**src/rtl/mips_mem_pkg.sv**
```systemverilog
// Shared definitions for the data-memory arbiter: grant encoding, access
// direction constants and default bus widths.
package mips_mem_pkg;

  localparam int DEF_AW = 8;
  localparam int DEF_DW = 8;

  typedef logic [1:0] gnt_t;

  localparam gnt_t GNT_NONE = 2'd0;
  localparam gnt_t GNT_PIPE = 2'd1;
  localparam gnt_t GNT_LDR  = 2'd2;

  localparam logic MEM_RD = 1'b0;
  localparam logic MEM_WR = 1'b1;

endpackage

```
**src/rtl/data_mem_arbiter_if.sv**
```systemverilog
// Bundles the pipeline, loader and memory sides of the data-memory arbiter.
// slave = arbiter view, master = surrounding logic / memory view.
interface data_mem_arbiter_if #(
  parameter int AW  = 8,
  parameter int DW  = 8,
  parameter int SCW = 8
);
  logic          pipe_en;
  logic          pipe_rw;
  logic [AW-1:0] pipe_addr;
  logic [DW-1:0] pipe_wdata;
  logic          pipe_stall;

  logic          ldr_req;
  logic          ldr_rw;
  logic [AW-1:0] ldr_addr;
  logic [DW-1:0] ldr_wdata;
  logic          ldr_lock;
  logic          ldr_gnt;
  logic          ldr_rvalid;
  logic [DW-1:0] ldr_rdata;

  logic          mem_en;
  logic          mem_rw;
  logic [AW-1:0] mem_addr;
  logic [DW-1:0] mem_wdata;
  logic [DW-1:0] mem_rdata;

  logic [SCW-1:0] stall_cnt;

  modport slave (
    input  pipe_en, pipe_rw, pipe_addr, pipe_wdata,
    input  ldr_req, ldr_rw, ldr_addr, ldr_wdata, ldr_lock,
    input  mem_rdata,
    output pipe_stall, ldr_gnt, ldr_rvalid, ldr_rdata,
    output mem_en, mem_rw, mem_addr, mem_wdata, stall_cnt
  );

  modport master (
    output pipe_en, pipe_rw, pipe_addr, pipe_wdata,
    output ldr_req, ldr_rw, ldr_addr, ldr_wdata, ldr_lock,
    output mem_rdata,
    input  pipe_stall, ldr_gnt, ldr_rvalid, ldr_rdata,
    input  mem_en, mem_rw, mem_addr, mem_wdata, stall_cnt
  );
endinterface

```
**src/rtl/data_mem_arbiter_sat_counter.sv**
```systemverilog
// Saturating up-counter with synchronous clear; clear wins over increment.
module sat_counter #(
  parameter int           W     = 2,
  parameter logic [W-1:0] LIMIT = '1
) (
  input  logic         clk4,
  input  logic         rst_n,
  input  logic         clr,
  input  logic         inc,
  output logic [W-1:0] cnt
);

  always_ff @(posedge clk4 or negedge rst_n) begin
    if (!rst_n)                    cnt <= '0;
    else if (clr)                  cnt <= '0;
    else if (inc && cnt != LIMIT)  cnt <= cnt + W'(1);
  end

endmodule

```
**src/rtl/data_mem_arbiter.sv**
```systemverilog
// Single-port data memory arbiter: pipeline MEM stage has priority, loader
// gets a forced slot after MAX_WAIT consecutive losses or owns it under lock.
module data_mem_arbiter
  import mips_mem_pkg::*;
#(
  parameter int AW       = DEF_AW,
  parameter int DW       = DEF_DW,
  parameter int MAX_WAIT = 3,
  parameter int WCW      = 2,
  parameter int SCW      = 8
) (
  input logic             clk4,
  input logic             rst_n,
  data_mem_arbiter_if.slave bus
);

  gnt_t           gnt;
  logic [WCW-1:0] wait_cnt;
  logic           force_ldr;
  logic           rvalid_q;

  assign force_ldr = bus.ldr_req && (wait_cnt == WCW'(MAX_WAIT));

  always_comb begin
    gnt = GNT_NONE;
    if (bus.ldr_req && (bus.ldr_lock || force_ldr || !bus.pipe_en))
      gnt = GNT_LDR;
    else if (bus.pipe_en && !bus.ldr_lock)
      gnt = GNT_PIPE;
  end

  // Idle cycles still drive the pipeline address/data so nothing floats.
  always_comb begin
    bus.mem_en    = 1'b0;
    bus.mem_rw    = MEM_RD;
    bus.mem_addr  = bus.pipe_addr;
    bus.mem_wdata = bus.pipe_wdata;
    case (gnt)
      GNT_PIPE: begin
        bus.mem_en = 1'b1;
        bus.mem_rw = bus.pipe_rw;
      end
      GNT_LDR: begin
        bus.mem_en    = 1'b1;
        bus.mem_rw    = bus.ldr_rw;
        bus.mem_addr  = bus.ldr_addr;
        bus.mem_wdata = bus.ldr_wdata;
      end
      default: ;
    endcase
  end

  assign bus.ldr_gnt    = (gnt == GNT_LDR);
  assign bus.pipe_stall = bus.pipe_en && (gnt != GNT_PIPE);

  always_ff @(posedge clk4 or negedge rst_n) begin
    if (!rst_n) rvalid_q <= 1'b0;
    else        rvalid_q <= (gnt == GNT_LDR) && (bus.ldr_rw == MEM_RD);
  end

  assign bus.ldr_rvalid = rvalid_q;
  assign bus.ldr_rdata  = bus.mem_rdata;

  // Counts consecutive loader losses; any grant or withdrawn request restarts it.
  sat_counter #(.W(WCW), .LIMIT(WCW'(MAX_WAIT))) u_wait_cnt (
    .clk4  (clk4),
    .rst_n (rst_n),
    .clr   (!bus.ldr_req || bus.ldr_gnt),
    .inc   (1'b1),
    .cnt   (wait_cnt)
  );

  sat_counter #(.W(SCW), .LIMIT({SCW{1'b1}})) u_stall_cnt (
    .clk4  (clk4),
    .rst_n (rst_n),
    .clr   (1'b0),
    .inc   (bus.pipe_stall),
    .cnt   (bus.stall_cnt)
  );

endmodule

```
**src/flat_wrapper.sv**
```systemverilog
// flat-port wrapper written by rule: the top's interface ports become plain ports
module data_mem_arbiter_flat import mips_mem_pkg::*;
#(
  parameter int AW       = DEF_AW,
  parameter int DW       = DEF_DW,
  parameter int MAX_WAIT = 3,
  parameter int WCW      = 2,
  parameter int SCW      = 8
)
  (clk4, rst_n, bus_pipe_en, bus_pipe_rw, bus_pipe_addr, bus_pipe_wdata, bus_ldr_req, bus_ldr_rw, bus_ldr_addr, bus_ldr_wdata, bus_ldr_lock, bus_mem_rdata, bus_pipe_stall, bus_ldr_gnt, bus_ldr_rvalid, bus_ldr_rdata, bus_mem_en, bus_mem_rw, bus_mem_addr, bus_mem_wdata, bus_stall_cnt);
  data_mem_arbiter_if #(.AW(AW), .DW(DW), .SCW(SCW)) bus_i ();
  input logic clk4;
  input logic rst_n;
  input wire logic [$bits(bus_i.pipe_en)-1:0] bus_pipe_en;
  input wire logic [$bits(bus_i.pipe_rw)-1:0] bus_pipe_rw;
  input wire logic [$bits(bus_i.pipe_addr)-1:0] bus_pipe_addr;
  input wire logic [$bits(bus_i.pipe_wdata)-1:0] bus_pipe_wdata;
  input wire logic [$bits(bus_i.ldr_req)-1:0] bus_ldr_req;
  input wire logic [$bits(bus_i.ldr_rw)-1:0] bus_ldr_rw;
  input wire logic [$bits(bus_i.ldr_addr)-1:0] bus_ldr_addr;
  input wire logic [$bits(bus_i.ldr_wdata)-1:0] bus_ldr_wdata;
  input wire logic [$bits(bus_i.ldr_lock)-1:0] bus_ldr_lock;
  input wire logic [$bits(bus_i.mem_rdata)-1:0] bus_mem_rdata;
  output wire logic [$bits(bus_i.pipe_stall)-1:0] bus_pipe_stall;
  output wire logic [$bits(bus_i.ldr_gnt)-1:0] bus_ldr_gnt;
  output wire logic [$bits(bus_i.ldr_rvalid)-1:0] bus_ldr_rvalid;
  output wire logic [$bits(bus_i.ldr_rdata)-1:0] bus_ldr_rdata;
  output wire logic [$bits(bus_i.mem_en)-1:0] bus_mem_en;
  output wire logic [$bits(bus_i.mem_rw)-1:0] bus_mem_rw;
  output wire logic [$bits(bus_i.mem_addr)-1:0] bus_mem_addr;
  output wire logic [$bits(bus_i.mem_wdata)-1:0] bus_mem_wdata;
  output wire logic [$bits(bus_i.stall_cnt)-1:0] bus_stall_cnt;
  assign bus_i.pipe_en = bus_pipe_en;
  assign bus_i.pipe_rw = bus_pipe_rw;
  assign bus_i.pipe_addr = bus_pipe_addr;
  assign bus_i.pipe_wdata = bus_pipe_wdata;
  assign bus_i.ldr_req = bus_ldr_req;
  assign bus_i.ldr_rw = bus_ldr_rw;
  assign bus_i.ldr_addr = bus_ldr_addr;
  assign bus_i.ldr_wdata = bus_ldr_wdata;
  assign bus_i.ldr_lock = bus_ldr_lock;
  assign bus_i.mem_rdata = bus_mem_rdata;
  assign bus_pipe_stall = bus_i.pipe_stall;
  assign bus_ldr_gnt = bus_i.ldr_gnt;
  assign bus_ldr_rvalid = bus_i.ldr_rvalid;
  assign bus_ldr_rdata = bus_i.ldr_rdata;
  assign bus_mem_en = bus_i.mem_en;
  assign bus_mem_rw = bus_i.mem_rw;
  assign bus_mem_addr = bus_i.mem_addr;
  assign bus_mem_wdata = bus_i.mem_wdata;
  assign bus_stall_cnt = bus_i.stall_cnt;
  data_mem_arbiter #(.AW(AW), .DW(DW), .MAX_WAIT(MAX_WAIT), .WCW(WCW), .SCW(SCW)) u_core (.clk4(clk4), .rst_n(rst_n), .bus(bus_i));
endmodule
```
**config.mk**
```make
export PLATFORM = sky130hd
export DESIGN_NAME = data_mem_arbiter_flat
export DESIGN_NICKNAME = d
export VERILOG_FILES = /design/src/rtl/mips_mem_pkg.sv /design/src/rtl/data_mem_arbiter_if.sv /design/src/rtl/data_mem_arbiter_sat_counter.sv /design/src/rtl/data_mem_arbiter.sv /design/src/flat_wrapper.sv
export SDC_FILE = /design/constraint.sdc
export NUM_CORES = 1
export LEC_CHECK = 0
export CAP_MARGIN = 20
export CELL_PAD_IN_SITES_DETAIL_PLACEMENT = 2
export CELL_PAD_IN_SITES_GLOBAL_PLACEMENT = 2
export CORE_MARGIN = 2
export CORE_UTILIZATION = 32
export CTS_CLUSTER_SIZE = 28
export DETAILED_ROUTE_END_ITERATION = 8
export DONT_BUFFER_PORTS = 1
export PLACE_DENSITY_LB_ADDON = 0.1
export SLEW_MARGIN = 0
export SYNTH_ARGS = -nofsm -noshare
export SYNTH_HDL_FRONTEND = slang
export SYNTH_SLANG_ARGS = --single-unit
```
**constraint.sdc**
```tcl
create_clock -name clk4 -period 4.15 [get_ports clk4]
set_input_delay 0.83 -clock clk4 [delete_from_list [all_inputs] [get_ports clk4]]
set_output_delay 0.83 -clock clk4 [all_outputs]
set_load 0.005 [all_outputs]
```
==> results.toml, run 1 <==
[setup_path]
required_ns = 3.32
worst-r2r-cell-count = 5
setup.worst_path.start_class = "input pin"
critPathMaxFanout = 18
critPathArrivalTime_ns = 2.05
cells_along_the_critical_path = "nand2b_1 > o21ai_2 > mux2_2"
critical_path_type = "in2out"
r2r_setup_slack_ns = 2.35
critical_path.reg2reg.startpoint = "u_core.u_wait_cnt.cnt[0]"
r2r_end = "u_core.u_stall_cnt.cnt[1]"
critical_path.top_delay_family = "compound AO/OA/AOI/OAI gates"
path_buf_inv = 0
cpPeakStageDelay_ns = 0.62
critical-path-slowest-cell = "o21ai_2"
cp-end-kind = "output pin"

[layout]
final_layout_size_suffix_gt1_share_pct = 34.2
final_cells = 103
fin_nets = 123
areaGrowthSynthToFinish_pct = -0.470
final_cell_area_um2 = 796
layout.area.seq_um2 = 275
filler_cell_count = 281
post-route-util_pct = 32.7
multi_input_area_um2 = 453
antenna_cells_inserted = 0

[drt]
vias_per_cell = 5.82
drt_drc_violations_left = 0
wl_per_cell_um = 18.8
drtPass1Iterations = 2
routed-via-count = 599
wl_um = 1940
ant_nets = 0
detail_route.iter0.violations = 3

[sta]
final.period_utilization_pct = 69.5
worst_slew_margin_pct = 49.6
worst_clock_skew_ns = 0.00562
rsz0062_at_grt = "false"
max_slew_violations = 0
final-setup-viol-count = 0
final.setup.worst_slack_ns = 1.27
worst-slew-pin-transition_ns = 0.756
fin_crit_period_ns = 2.88
tns_ns = 0
final-hold-violation-count = 0
max_clock_freq_ghz = 0.347

[clock_network]
cts_buffers = 3
clock_tree_from_tritoncts = "yes"
cts.repair_timing.setup_buffer_count = 0
postCtsResizedCells = 0
clock-sinks = 11
cts.path.max_buffers = 2
worst_setup_hold_path_clk_slew_ns = 0.08
clock_insertion_delay_at_the_later_pin_of_the_skew_report_ns = 0.27
post_cts_hold_buffer_count = 0
cts_root_buf = "clkbuf_4"
htreeDepth = 1

[synthesis]
post_synth_xor_area_fraction_pct = 4.38
synth_top_family_by_area = "multiplexers"
postSynthAreaPerCell_um2 = 10.3
post_synth_and_or_nand_nor_area_fraction_pct = 16.4
synthDistinctLibCells = 25
synth_compound_gate_area_share_pct = 7.36
synthesis.yosys.warnings = 0
yosys.area_share.adder_pct = 3.13
post_synth_inst_count = 78
syn_area_um2 = 800
synth-seq-area-share_pct = 34.4
postSynthRegisterBits = 11
yosys-mux-area-fraction_pct = 25.4
synthesis.nets = 127

[placement]
place.detailed.instances = 99
place_area_um2 = 769
dpl.hpwl_um = 1590
global_placer_s_final_weighted_congestion = 0.685
post-place-ws_ns = 1.24
io_buffer_count = 0

[power]
power.leakage_nw = 0.330
ir_drop_mv = 0.200
pwr_density_cell_nw_per_um2 = 450

[floorplanning]
chipHeight_um = 54.0
area_of_the_core_um2 = 2430
floorplan.rows = 18
floorplan.io_pins = 84
floorplan.initialDensity_pct = 32.9
die_x_um = 54.0
floorplan.die_area_um2 = 2910

[global_routing]
maximum_number_of_pins_on_one_net_before_global_route_repair = 19
grt_first_pass_wirelength_um = 2820
globalRoute.totalOverflow = 0
number_of_antenna_violations_at_the_first_check_in_global_routing = 0
first_global_vias = 612
globalRouteTotalUtil_pct = 13.7

[outcome]
status = "completed"

[job]
maxCapViolCount = 0

[worst_hold_path]
min_path_type = "in2async"
==> worst register-to-register path: stages, from the launching register on <==
cell and delay, ns:
dfrtp_1 0.39, ha_1 0.27, a21oi_2 0.29, and2b_1 0.28
nand2_1 0.13, mux2_2 0.34
==> placed cells by master (no fill, tap or decap) <==
master / netlist / final
or4b_4: 1 / 1
nor2_2: 1 / 1
nor3_1: 1 / 1
o21ai_2: 1 / 1
xnor2_1: 3 / 3
a21boi_0: 1 / 1
nand4_1: 4 / 4
inv_1: 1 / 1
a21oi_1: 3 / 3
clkbuf_1: 0 / 1
and4_1: 1 / 1
a31oi_1: 1 / 1
nand2_1: 6 / 6
o21ai_0: 1 / 1
nand3_1: 1 / 1
clkbuf_4: 0 / 3
dfrtp_1: 11 / 11
and3_1: 1 / 1
a211oi_1: 1 / 1
nand2b_1: 2 / 2
and2b_1: 1 / 1
mux2_2: 18 / 18
a21oi_2: 1 / 1
ha_1: 2 / 2
nor2_1: 5 / 5
xor2_1: 1 / 1
==> metrics by stage <==
| step | power, mW | hold slack [ns] |
|---|---|---|
| 6_report | 0.358 | 0.242 |
| 5_1_grt | 0.392 | 0.217 |
| 4_1_cts | 0.367 | 0.229 |
| 3_5_place_dp | 0.288 | 0.428 |
| 3_3_place_gp | 0.285 | 0.423 |
| 2_1_floorplan | 0.266 | 0.406 |
==> Yosys cell counts <==
| cell type | instances | area [um^2] |
|---|---|---|
| a211oi_1 | 1 | 7.51 |
| nand2b_1 | 2 | 12.5 |
| and2b_1 | 1 | 7.51 |
| xnor2_1 | 3 | 26.3 |
| dfrtp_1 | 11 | 275 |
| nor2_2 | 1 | 6.26 |
| inv_1 | 1 | 3.75 |
| o21ai_0 | 1 | 5.00 |
| a21oi_2 | 1 | 8.76 |
| nor2_1 | 5 | 18.8 |
| and4_1 | 1 | 8.76 |
| a21boi_0 | 1 | 7.51 |
| a21oi_1 | 3 | 15.0 |
| buf_4 | 9 | 67.6 |
| mux2_2 | 18 | 203 |
| o21ai_2 | 1 | 8.76 |
| a31oi_1 | 1 | 6.26 |
| ha_1 | 2 | 25.0 |
| nand3_1 | 1 | 5.00 |
| and3_1 | 1 | 6.26 |
| xor2_1 | 1 | 8.76 |
| nand2_1 | 6 | 22.5 |
| nand4_1 | 4 | 25.0 |
| or4b_4 | 1 | 13.8 |
| nor3_1 | 1 | 5.00 |
==> per-layer routing <==
metal  track usage (%)  wire length (um)  vias up
li1                  -                 -      263
met1              15.1               706      283
met2              24.2               984       51
met3              3.06               230        2
met4              7.50                19        0
met5                 0                 0        -
==> sequential cells by signal, indices dropped and copies added (netlist names) <==
name	cells
u_core.u_stall_cnt.cnt	8
u_core.u_wait_cnt.cnt	2
u_core.bus.ldr_rvalid	1
==> where the power goes <==
part	leakage, nW	total (mW)	internal, mW	switching, mW
clock	0.0150	0.0767	0.0372	0.0395
combinational	0.176	0.0889	0.0485	0.0404
sequential	0.139	0.193	0.139	0.0537
total	0.330	0.358	0.225	0.134
==> final cells by class <==
cell class              instances  area share [%]
multi-input cells              57            56.9
clock buffers                   4            3.30
well taps                      30            4.72
inverters                       1           0.472
flip-flops and latches         11            34.6
==> cell families (layout without fill, tap and decap cells) <==
kind of cell,after synthesis,after routing
AND/OR/NAND/NOR,24,24
multiplexers,18,18
flip-flops,11,11
buffers and inverters,10,5
AO/OA/AOI/OAI,9,9
XOR/XNOR,4,4
adder cells (fa/ha/maj),2,2
==> worst max-delay path by stage <==
stage                 start                to  depth (start not counted)
2_1_floorplan  bus_ldr_lock   bus_mem_addr[6]                          4
3_3_place_gp   bus_ldr_lock   bus_mem_addr[6]                          3
3_5_place_dp   bus_ldr_lock  bus_mem_wdata[7]                          3
4_1_cts        bus_ldr_lock  bus_mem_wdata[7]                          3
5_1_grt        bus_ldr_lock   bus_mem_addr[3]                          3
6_report       bus_ldr_lock  bus_mem_wdata[7]                          3
Power figures use the tool's default switching activity.
==> run 2, diff against run 1 <==
CORE_ASPECT_RATIO = 0.5   (was unset)
CORE_UTILIZATION = 29   (was 32)
clock period = 2.9 ns   (was 4.15 ns; I/O delays follow)
==> results.toml, run 2 (same netlist as run 1, synthesis figures left out) <==
[sta]
final-setup-viol-count = 0
fin_crit_period_ns = 2.23
max_slew_violations = 0
final.period_utilization_pct = 76.9
rsz0062_at_grt = "false"
final-hold-violation-count = 0
worst-slew-pin-transition_ns = 0.258
tns_ns = 0
worst_clock_skew_ns = 0.00909
worst_slew_margin_pct = 82.8
final.setup.worst_slack_ns = 0.671
max_clock_freq_ghz = 0.449
hold-worst-slack_ns = 0.0291

[clock_network]
clock_tree_from_tritoncts = "yes"
cts.path.max_buffers = 2
clock_insertion_delay_at_the_later_pin_of_the_skew_report_ns = 0.24
clock-sinks = 11
postCtsResizedCells = 0
post_cts_hold_buffer_count = 0
cts.repair_timing.setup_buffer_count = 0
cts_root_buf = "clkbuf_8"
cts_buffers = 3
htreeDepth = 1
worst_setup_hold_path_clk_slew_ns = 0.05

[global_routing]
number_of_antenna_violations_at_the_first_check_in_global_routing = 0
globalRouteTotalUtil_pct = 13.9
grt_first_pass_wirelength_um = 3220
maximum_number_of_pins_on_one_net_before_global_route_repair = 19
globalRoute.totalOverflow = 0
first_global_vias = 585

[layout]
registers.top_by_ff_count = "u_core.u_stall_cnt.cnt"
final_common_cell = "mux2_2"
antenna_cells_inserted = 0
final_layout_size_suffix_gt1_share_pct = 35.1
areaGrowthSynthToFinish_pct = 3.91
most-common-layout-cells = "mux2_2, dfrtp_1, nand2_1, nor2_1, nand4_1"
fin_nets = 124
largest_reg_flops = 8
layout.area.seq_um2 = 275
multi_input_area_um2 = 453
filler_cell_count = 302
post-route-util_pct = 31.9

[job]
maxCapViolCount = 0

[placement]
io_buffer_count = 0
post-place-ws_ns = 0.783
dpl.hpwl_um = 1830
global_placer_s_final_weighted_congestion = 0.675

[drt]
wl_per_cell_um = 19.6
wl_um = 2180
drt_drc_violations_left = 0
vias_per_cell = 5.30
detail_route.iter0.violations = 12
routed-via-count = 588
ant_nets = 0
drtPass1Iterations = 4

[floorplanning]
floorplan.rows = 13
chipHeight_um = 41.1
area_of_the_core_um2 = 2600
floorplan.initialDensity_pct = 30.7
die_x_um = 78.3
floorplan.io_pins = 84
floorplan.die_area_um2 = 3220

[outcome]
status = "completed"

[setup_path]
worst-r2r-cell-count = 5
r2r_setup_slack_ns = 1.15
path_buf_inv = 1
critPathMaxFanout = 18
setup.worst_path.start_class = "flop"
r2r_end = "u_core.u_stall_cnt.cnt[1]"
critPathArrivalTime_ns = 1.65
cpPeakStageDelay_ns = 0.38
critical_path.top_delay_family = "flip-flops"
cells_along_the_critical_path = "ha_1 > o21ai_2 > buf_4 > mux2_2"
cp-end-kind = "output pin"
required_ns = 2.32
critical_path_type = "reg2out"
critical-path-slowest-cell = "dfrtp_1"
critical_path.reg2reg.startpoint = "u_core.u_wait_cnt.cnt[0]"

[worst_hold_path]
min_path_type = "in2async"

[power]
power.leakage_nw = 0.343
power_uw = 565
ir_drop_mv = 0.171
pwr_density_cell_nw_per_um2 = 679
## run 2: changes by cell type in the layout (fill, tap and decap cells not counted)
cell,change
clkbuf_8,+3
buf_4,+1
clkbuf_4,-3
## run 2: worst max-delay path by stage
| stage | endpoint | slack (ns) | depth (start not counted) | start |
|---|---|---|---|---|
| 2_1_floorplan | bus_mem_addr[6] | 0.68 | 4 | bus_ldr_lock |
| 3_3_place_gp | bus_mem_addr[6] | 0.82 | 4 | bus_ldr_lock |
| 3_5_place_dp | bus_mem_addr[6] | 0.78 | 4 | bus_ldr_lock |
| 4_1_cts | bus_mem_addr[6] | 0.64 | 4 | u_core.u_wait_cnt.cnt[0] |
| 5_1_grt | bus_mem_addr[6] | 0.57 | 4 | u_core.u_wait_cnt.cnt[0] |
| 6_report | bus_mem_addr[6] | 0.67 | 4 | u_core.u_wait_cnt.cnt[0] |
## run 2: final cells by class
type	count	area share, %
clock buffer	4	5.42
tap	37	5.57
timing repair buffer	1	0.904
sequential	11	33.1
multi-input combinational	57	54.5
inverter	1	0.452
## run 2: per-layer routing
layer  track usage [%]  up-vias  part of all wire [%]
met4              3.95        0                     0
met3              8.59        0                    12
met5                 0        -                     0
met2              26.7       42                    52
met1              13.3      281                    36
li1                  -      265                     -
## run 2: report_power, final
| part | internal (mW) | switching (mW) | leakage [nW] |
|---|---|---|---|
| combinational | 0.0715 | 0.0615 | 0.181 |
| sequential | 0.200 | 0.0777 | 0.139 |
| clock | 0.0965 | 0.0577 | 0.0228 |
| total | 0.368 | 0.197 | 0.343 |
## run 2: per-stage QoR
| stage | instances | area, um^2 |
|---|---|---|
| global placement | 107 | 786 |
| finish | 111 | 831 |
| floorplan | 78 | 800 |
| global route | 111 | 831 |
| detailed placement | 107 | 786 |
| CTS | 111 | 831 |
## run 2: worst reg2reg max path, stage by stage (launching register included)
cell and delay (ns):
dfrtp_1 0.38, ha_1 0.26, a21oi_2 0.28, and2b_1 0.27, nand2_1 0.11, mux2_2 0.34
==> run 3, diff against run 2 <==
clock period = 2.26 ns   (was 2.9 ns; I/O delays follow)
==> results.toml, run 3 (same netlist as run 1, synthesis figures left out) <==
[clock_network]
worst_setup_hold_path_clk_slew_ns = 0.05
cts.repair_timing.setup_buffer_count = 0
htreeDepth = 1
clock-sinks = 11
cts.path.max_buffers = 2
clock_insertion_delay_at_the_later_pin_of_the_skew_report_ns = 0.23
cts_root_buf = "clkbuf_8"
cts_buffers = 3
clock_tree_from_tritoncts = "yes"

[drt]
routed-via-count = 592
wl_per_cell_um = 19.6
detail_route.iter0.violations = 10
drtPass1Iterations = 2
ant_nets = 0
drt_drc_violations_left = 0
wl_um = 2200
vias_per_cell = 5.29

[placement]
place.detailed.instances = 107
dpl.hpwl_um = 1910
io_buffer_count = 0
global_placer_s_final_weighted_congestion = 0.678
place_area_um2 = 786
post-place-ws_ns = 0.389

[floorplanning]
die_x_um = 78.3
floorplan.initialDensity_pct = 30.7
area_of_the_core_um2 = 2600
floorplan.die_area_um2 = 3220
chipHeight_um = 41.1
floorplan.io_pins = 84
floorplan.rows = 13

[setup_path]
setup.worst_path.start_class = "flop"
cp-end-kind = "output pin"
critPathMaxFanout = 18
required_ns = 1.81
critical_path_type = "reg2out"
critPathArrivalTime_ns = 1.65

[outcome]
status = "completed"

[sta]
final-setup-viol-count = 0
worst_clock_skew_ns = 0.00477
worst_slew_margin_pct = 65.6
final-hold-violation-count = 0
rsz0062_at_grt = "false"
max_clock_freq_ghz = 0.476
fin_crit_period_ns = 2.10
max_slew_violations = 0
final.setup.worst_slack_ns = 0.159
tns_ns = 0
worst-slew-pin-transition_ns = 0.514
final.period_utilization_pct = 93.0
hold-worst-slack_ns = 0.280

[layout]
final_cells = 112
most-common-layout-cells = "mux2_2, dfrtp_1, nand2_1, nor2_1, nand4_1"
largest_reg_flops = 8
final_common_cell = "mux2_2"
registers.top_by_ff_count = "u_core.u_stall_cnt.cnt"
final_layout_size_suffix_gt1_share_pct = 34.7
layout.area.seq_um2 = 275
areaGrowthSynthToFinish_pct = 5.16
filler_cell_count = 289
final_cell_area_um2 = 841
post-route-util_pct = 32.3
fin_nets = 125
antenna_cells_inserted = 0
multi_input_area_um2 = 453

[power]
pwr_density_cell_nw_per_um2 = 866
ir_drop_mv = 0.213
power_uw = 728
power.leakage_nw = 0.347

[global_routing]
number_of_antenna_violations_at_the_first_check_in_global_routing = 0
grt_use_met3_pct = 6.39
groute.layer.met1.usage_pct = 14.3
grt_first_pass_wirelength_um = 3260
globalRoute.totalOverflow = 0
grt_use_met2_pct = 27.2
first_global_vias = 611
grt_busiest_layer = "met2"
maximum_number_of_pins_on_one_net_before_global_route_repair = 19
globalRouteTotalUtil_pct = 13.9

[worst_hold_path]
min_path_type = "in2reg"

[job]
maxCapViolCount = 0
run 3: cell types whose count changed in the layout (fill, tap and decap cells not counted), sizes merged:
| cell | before | now |
|---|---|---|
| dlygate4sd3 | 0 | 1 |
run 3: cell type report:
class                   count  area share, %
inverters                   1          0.446
well taps                  37           5.51
clock buffers               4           5.36
flip-flops and latches     11           32.7
multi-input cells          57           53.9
repair buffers              2           2.08
run 3: routing by layer:
metal	routed length (um)	vias to the layer above	part of all wire, %
met5	0	-	0
met4	20	0	0.91
met3	191	2	8.7
met2	1180	42	54
met1	810	282	37
li1	-	266	-
run 3: worst max-delay path: stages (launching register included):
cell and delay (ns):
dfrtp_1 0.38, ha_1 0.26, o21ai_2 0.15, buf_4 0.24
mux2_2 0.38
run 3: repair_timing:
item,4_1_cts,5_1_grt
hold buffers,1,0
gates resized for setup,0,0
setup endpoints to repair,0,0
hold endpoints to repair,11,0
run 3: final timing paths:
path	start	to	slack, ns	depth (start not counted)
min in group asynchronous	rst_n	u_core.u_stall_cnt.cnt[5]	0.63	1
setup reg to reg	u_core.u_wait_cnt.cnt[0]	u_core.u_stall_cnt.cnt[1]	0.48	5
max in group asynchronous	rst_n	u_core.u_wait_cnt.cnt[1]	1.28	1
setup / recovery	u_core.u_wait_cnt.cnt[0]	bus_mem_wdata[0]	0.16	4
hold reg to reg	u_core.u_wait_cnt.cnt[0]	u_core.u_wait_cnt.cnt[0]	0.44	1
hold / removal	bus_ldr_rw	u_core.bus.ldr_rvalid	0.28	1
run 3: where the power goes:
part           internal [mW]  leakage [nW]  switching, mW
clock                  0.124        0.0228         0.0704
combinational         0.0923         0.185         0.0830
sequential             0.256         0.139          0.103
==> RTL edit 1, RTL diff (settings of run 3) <==
Set the package constant `DEF_DW` to 7 (it was 8).
--- a/src/rtl/mips_mem_pkg.sv
+++ b/src/rtl/mips_mem_pkg.sv
@@ -4,5 +4,5 @@
 
   localparam int DEF_AW = 8;
-  localparam int DEF_DW = 8;
+  localparam int DEF_DW = 7;
 
   typedef logic [1:0] gnt_t;
Ports: changed (5 resized); port bits go from 84 to 79. No check against the original RTL was run, so the function may have changed too.
==> RTL edit 1 against run 3 <==
- register-to-register slack better by 140 ps
- first-iteration DRC count increased by 30%
- total power grew 0.17%
- via count increased by 1.9%
- global-route usage fell by 0.59 points
- design area is 5.8% higher
- synthesized area is 6.1% higher
- routed wire length shrank 0.91%
- setup slack worse by 59 ps
- sequential cell count unchanged
- synthesized cell count increased by 3.8%
- combinational power rose by 6%
==> RTL edit 1: results (changes against run 3) <==
[status]
outcome=completed  ; unchanged

[synthesis]
ys_seq_area_share_pct=32.4  ; was 34.4%
synth_nets=127  ; unchanged
ys.flop_type=dfrtp_1  ; unchanged
yosysUniqueCellTypes=27  ; was 25
ys_top_cells_by_count=dfrtp_1 (11), mux2_2 (10), nor2_1 (9)  ; was mux2_2 (18), dfrtp_1 (11), buf_4 (9)
synth-xor-area-share_pct=2.06  ; was 4.38%
avgSynthCellArea_um2=10.5  ; was 10.3 um^2
synth_area_leaders=dfrtp_1 (32%), mux2_4 (14%), mux2_2 (13%), buf_4 (6.2%), nor2_1 (4.0%)  ; was dfrtp_1 (34%), mux2_2 (25%), buf_4 (8.5%), xnor2_1 (3.3%), ha_1 (3.1%)
synth_adder_area_share_pct=2.95  ; was 3.13%
synthMuxAreaShare_pct=29.9  ; was 25.4%
synth-compound-area-share_pct=6.78  ; was 7.36%
synth_warnings=0  ; unchanged

[min_path]
hp-class=in2reg  ; unchanged
hold_end=u_core.bus.ldr_rvalid  ; unchanged
min_path_cells=1  ; unchanged
hp-start=bus_ldr_rw  ; unchanged

[cells_and_area]
nFillCells=298  ; was 289
drive_gt1_share_pct=35.4  ; was 34.7%
final_cells=116  ; was 112
antenna_cells=0  ; unchanged
regMostFlops=u_core.u_stall_cnt.cnt  ; unchanged

[global_route]
grt_util_met3_pct=4.96  ; was 6.39%
grt_max_degree=18  ; was 19
use_met1_pct=13.2  ; was 14.3%
overflow=0  ; unchanged
track_usage_pct=13.3  ; was 13.9%
first_global_vias=660  ; was 611
groute.layer.met2.usage_pct=25.3  ; was 27.2%
grt_pass1_wl_mm=3.38  ; was 3.26 mm

[detailed_routing]
via_count=603  ; was 592
top_layer=met4  ; unchanged
wl_mm=2.18  ; was 2.20 mm
route.met2.wl_mm=1.17  ; was 1.18 mm
met3_length_um=182  ; was 191 um
drt-pass1-iter-count=2  ; unchanged
met1_length_um=798  ; was 810 um
first_iter_violations=13  ; was 10

[place]
dpl-instance-area_um2=835  ; was 786 um^2
dpl.cell_count=111  ; was 107
place_hpwl_mm=1.76  ; was 1.91 mm
gp_congestion=0.717  ; was 0.678
dp_slack_ps=345  ; was 389 ps

[clock_network]
cts_resized=0  ; unchanged
cts-buffers-inserted=3  ; unchanged

[setup_path]
r2r_end=u_core.u_stall_cnt.cnt[4]  ; was u_core.u_stall_cnt.cnt[1]
endpoint=bus_mem_addr[3]  ; was bus_mem_wdata[0]
worst-path-max-fanout=17  ; was 18
cp.arrival_ps=1710  ; was 1650 ps
startpoint=u_core.u_wait_cnt.cnt[0]  ; unchanged
worst-r2r-setup-slack_ps=620  ; was 480 ps

[sta]
clock_skew_ps=4.17  ; was 4.77 ps
timing.final.crit_share_pct=95.6  ; was 93.0%
relSlewSlack_pct=63.9  ; was 65.6%

[power]
ir_drop_v=0.000220  ; was 0.000213 V
leakage_nw=0.401  ; was 0.347 nW

==> RTL edit 1: cell type report <==
type | count | area (um^2) | share of cell area, %
clock buffers | 4 | 45.0 | 5.06
flip-flops and latches | 11 | 275 | 30.9
multi-input cells | 58 | 490 | 55.1
inverters | 4 | 15.0 | 1.69
repair buffers | 2 | 17.5 | 1.97
well taps | 37 | 46.3 | 5.20
==> RTL edit 1: timing repair <==
action | CTS | global route
hold buffers | 1 | 0
endpoints found under the hold margin | 11 | 0
buffers inserted | 0 | 0
==> RTL edit 1: power breakdown <==
part           total (mW)  internal [mW]  switching (mW)  leakage, nW
clock               0.199          0.124          0.0747       0.0228
combinational       0.186          0.101          0.0856        0.243
sequential          0.344          0.253          0.0907        0.135
==> RTL edit 1: through the flow <==
| step | hold WS [ps] | utilization (%) |
|---|---|---|
| after detailed placement | 157 | 31.1 |
| after global routing | 271 | 33.1 |
| final | 276 | 33.1 |
| after global placement | 157 | 31.1 |
| after CTS | 271 | 33.1 |
| after floorplan | 156 | - |
==> RTL edit 2, RTL diff (settings of run 3) <==
Without the edit above. Reset style: synchronous (`rst_n`), changed in 2 clocked blocks.
--- a/src/rtl/data_mem_arbiter_sat_counter.sv
+++ b/src/rtl/data_mem_arbiter_sat_counter.sv
@@ -11,5 +11,5 @@
 );
 
-  always_ff @(posedge clk4 or negedge rst_n) begin
+  always_ff @(posedge clk4) begin
     if (!rst_n)                    cnt <= '0;
     else if (clr)                  cnt <= '0;
--- a/src/rtl/data_mem_arbiter.sv
+++ b/src/rtl/data_mem_arbiter.sv
@@ -54,5 +54,5 @@
   assign bus.pipe_stall = bus.pipe_en && (gnt != GNT_PIPE);
 
-  always_ff @(posedge clk4 or negedge rst_n) begin
+  always_ff @(posedge clk4) begin
     if (!rst_n) rvalid_q <= 1'b0;
     else        rvalid_q <= (gnt == GNT_LDR) && (bus.ldr_rw == MEM_RD);
Function: differs if rst_n is asserted again (counterexample within 4 cycles, from zero or initial values and one cycle with rst_n low); with rst_n held inactive, the same outputs for 10 cycles.
==> RTL edit 2 against run 3 <==
- clock skew rose by 1.6 ps
- sequential share of layout area is 5.9 points lower
- synthesized area down 1.7%
- hold slack better by 13 ps
- sequential cell count did not move
- critical endpoint is now bus_mem_wdata[6]
- routed wire length up 9.1%
- design area is 2.5% lower
- setup slack improved by 83 ps
Power is not compared: it rests on default switching activity, and its combinational part moved more than twofold at a synthesized area within 25%.
==> RTL edit 2: results (changes against run 3) <==
[status]
outcome=completed  ; unchanged

[detailed_routing]
met3_length_um=194  ; was 191 um
met1_length_um=928  ; was 810 um
via_count=653  ; was 592
route.met2.wl_mm=1.25  ; was 1.18 mm
wl_mm=2.40  ; was 2.20 mm
first_iter_violations=12  ; was 10
viasPerCell=5.35  ; was 5.29
drt-pass1-iter-count=3  ; was 2

[synthesis]
netlist_instances=89  ; was 78
yosysUniqueCellTypes=27  ; was 25
ys_ff_latch=11  ; unchanged
ys_seq_area_share_pct=28.0  ; was 34.4%
ys_top_cells_by_count=mux2_2 (16), dfxtp_1 (11), buf_4 (8)  ; was mux2_2 (18), dfrtp_1 (11), buf_4 (9)
async_flop_share_pct=0  ; was 100%
synth_area_leaders=dfxtp_1 (28%), mux2_2 (23%), buf_4 (7.6%), a21oi_1 (3.8%), nand3_1 (3.8%)  ; was dfrtp_1 (34%), mux2_2 (25%), buf_4 (8.5%), xnor2_1 (3.3%), ha_1 (3.1%)

[global_route]
first_global_vias=600  ; was 611
use_met1_pct=16.4  ; was 14.3%
antenna_found_initial=0  ; unchanged
grt_pass1_wl_mm=3.35  ; was 3.26 mm
track_usage_pct=14.9  ; was 13.9%
groute.layer.met2.usage_pct=26.5  ; was 27.2%
grt_util_met3_pct=7.49  ; was 6.39%

[sta]
clock_skew_ps=6.35  ; was 4.77 ps
relSlewSlack_pct=74.6  ; was 65.6%
worst_slack_ps=242  ; was 159 ps

[cells_and_area]
largest_register_ffs=8  ; unchanged
buffer_area_share_pct=0.916  ; was 2.08%
inverters=5  ; was 1
final_nets=135  ; was 125
drive_gt1_share_pct=28.2  ; was 34.7%
multi_input_gates=64  ; was 57
clk_share_pct=5.50  ; was 5.36%
seq_share_pct=26.9  ; was 32.7%
nFillCells=303  ; was 289
multi_input_area_um2=482  ; was 453 um^2
nClkBuffers=4  ; unchanged
non_clock_buffer_count=1  ; was 2

[setup_path]
startpoint=u_core.u_wait_cnt.cnt[0]  ; unchanged
cp.arrival_ps=1570  ; was 1650 ps
endpoint=bus_mem_wdata[6]  ; was bus_mem_wdata[0]
worst-path-max-fanout=18  ; unchanged
worst-r2r-setup-slack_ps=580  ; was 480 ps
reg2regPathDepth=5  ; unchanged
r2r_end=u_core.u_stall_cnt.cnt[5]  ; was u_core.u_stall_cnt.cnt[1]

[clock_network]
cts_htree_levels=1  ; unchanged
cts_buffer_depth=2  ; unchanged
clock_latency_ps=240
root_buffer=clkbuf_8  ; unchanged
cts_setup_buffers=0  ; unchanged

[power]
ir_drop_v=0.000142
power_frac_seq_pct=43.3
switching_power_mw=0.112

[place]
dpl-instance-area_um2=774  ; was 786 um^2
gp_congestion=0.736  ; was 0.678
dp_slack_ps=410  ; was 389 ps
dpl.cell_count=118  ; was 107
place_hpwl_mm=1.98  ; was 1.91 mm

[floorplanning]
die_x_um=77.6  ; was 78.3 um

RTL edit 2: changes by cell type in the layout (fill, tap and decap cells not counted), sizes merged, moves of 2 or more:
cell	delta
or4	+3
nand3	+5
nand4	-3
dfrtp	-11
xnor2	-3
dfxtp	+11
or3	+2
mux2	-2
o21ai	+2
inv	+3
a21oi	+2
o31ai	+3
RTL edit 2: how the worst min path moves through the flow:
stage | slack, ps | cells past startpoint | start | endpoint
5_1_grt | 290 | 1 | bus_ldr_rw | u_core.bus.ldr_rvalid
6_report | 290 | 1 | bus_ldr_rw | u_core.bus.ldr_rvalid
2_1_floorplan | 400 | 1 | u_core.u_wait_cnt.cnt[0] | u_core.u_wait_cnt.cnt[0]
3_5_place_dp | 420 | 1 | u_core.u_wait_cnt.cnt[0] | u_core.u_wait_cnt.cnt[0]
3_3_place_gp | 410 | 1 | u_core.u_wait_cnt.cnt[0] | u_core.u_wait_cnt.cnt[0]
4_1_cts | 280 | 1 | bus_ldr_rw | u_core.bus.ldr_rvalid
RTL edit 2: cells by family (layout without fill, tap and decap cells):
logic type	after synthesis	count (layout)	synth area share, %
xor+xnor	1	1	1.11
simple gates	27	27	18.3
buf+inv	14	10	10.7
flops	11	11	28.0
compound gates	17	17	14.5
fa+ha+maj	2	2	3.18
mux	17	17	24.2
RTL edit 2: worst max-delay path, stage by stage (launching register included):
cell     delay [ps]
dfxtp_1         310
ha_1            250
o21ai_2         140
buf_4           250
mux2_2          380
RTL edit 2: through the flow:
stage               hold slack [ps]  total power [mW]  util, %
floorplan                       398             0.273        -
global placement                409             0.272     29.9
detailed placement              416             0.275     29.9
CTS                             283             0.479     31.7
global route                    290             0.493     31.7
finish                          292             0.467     31.7
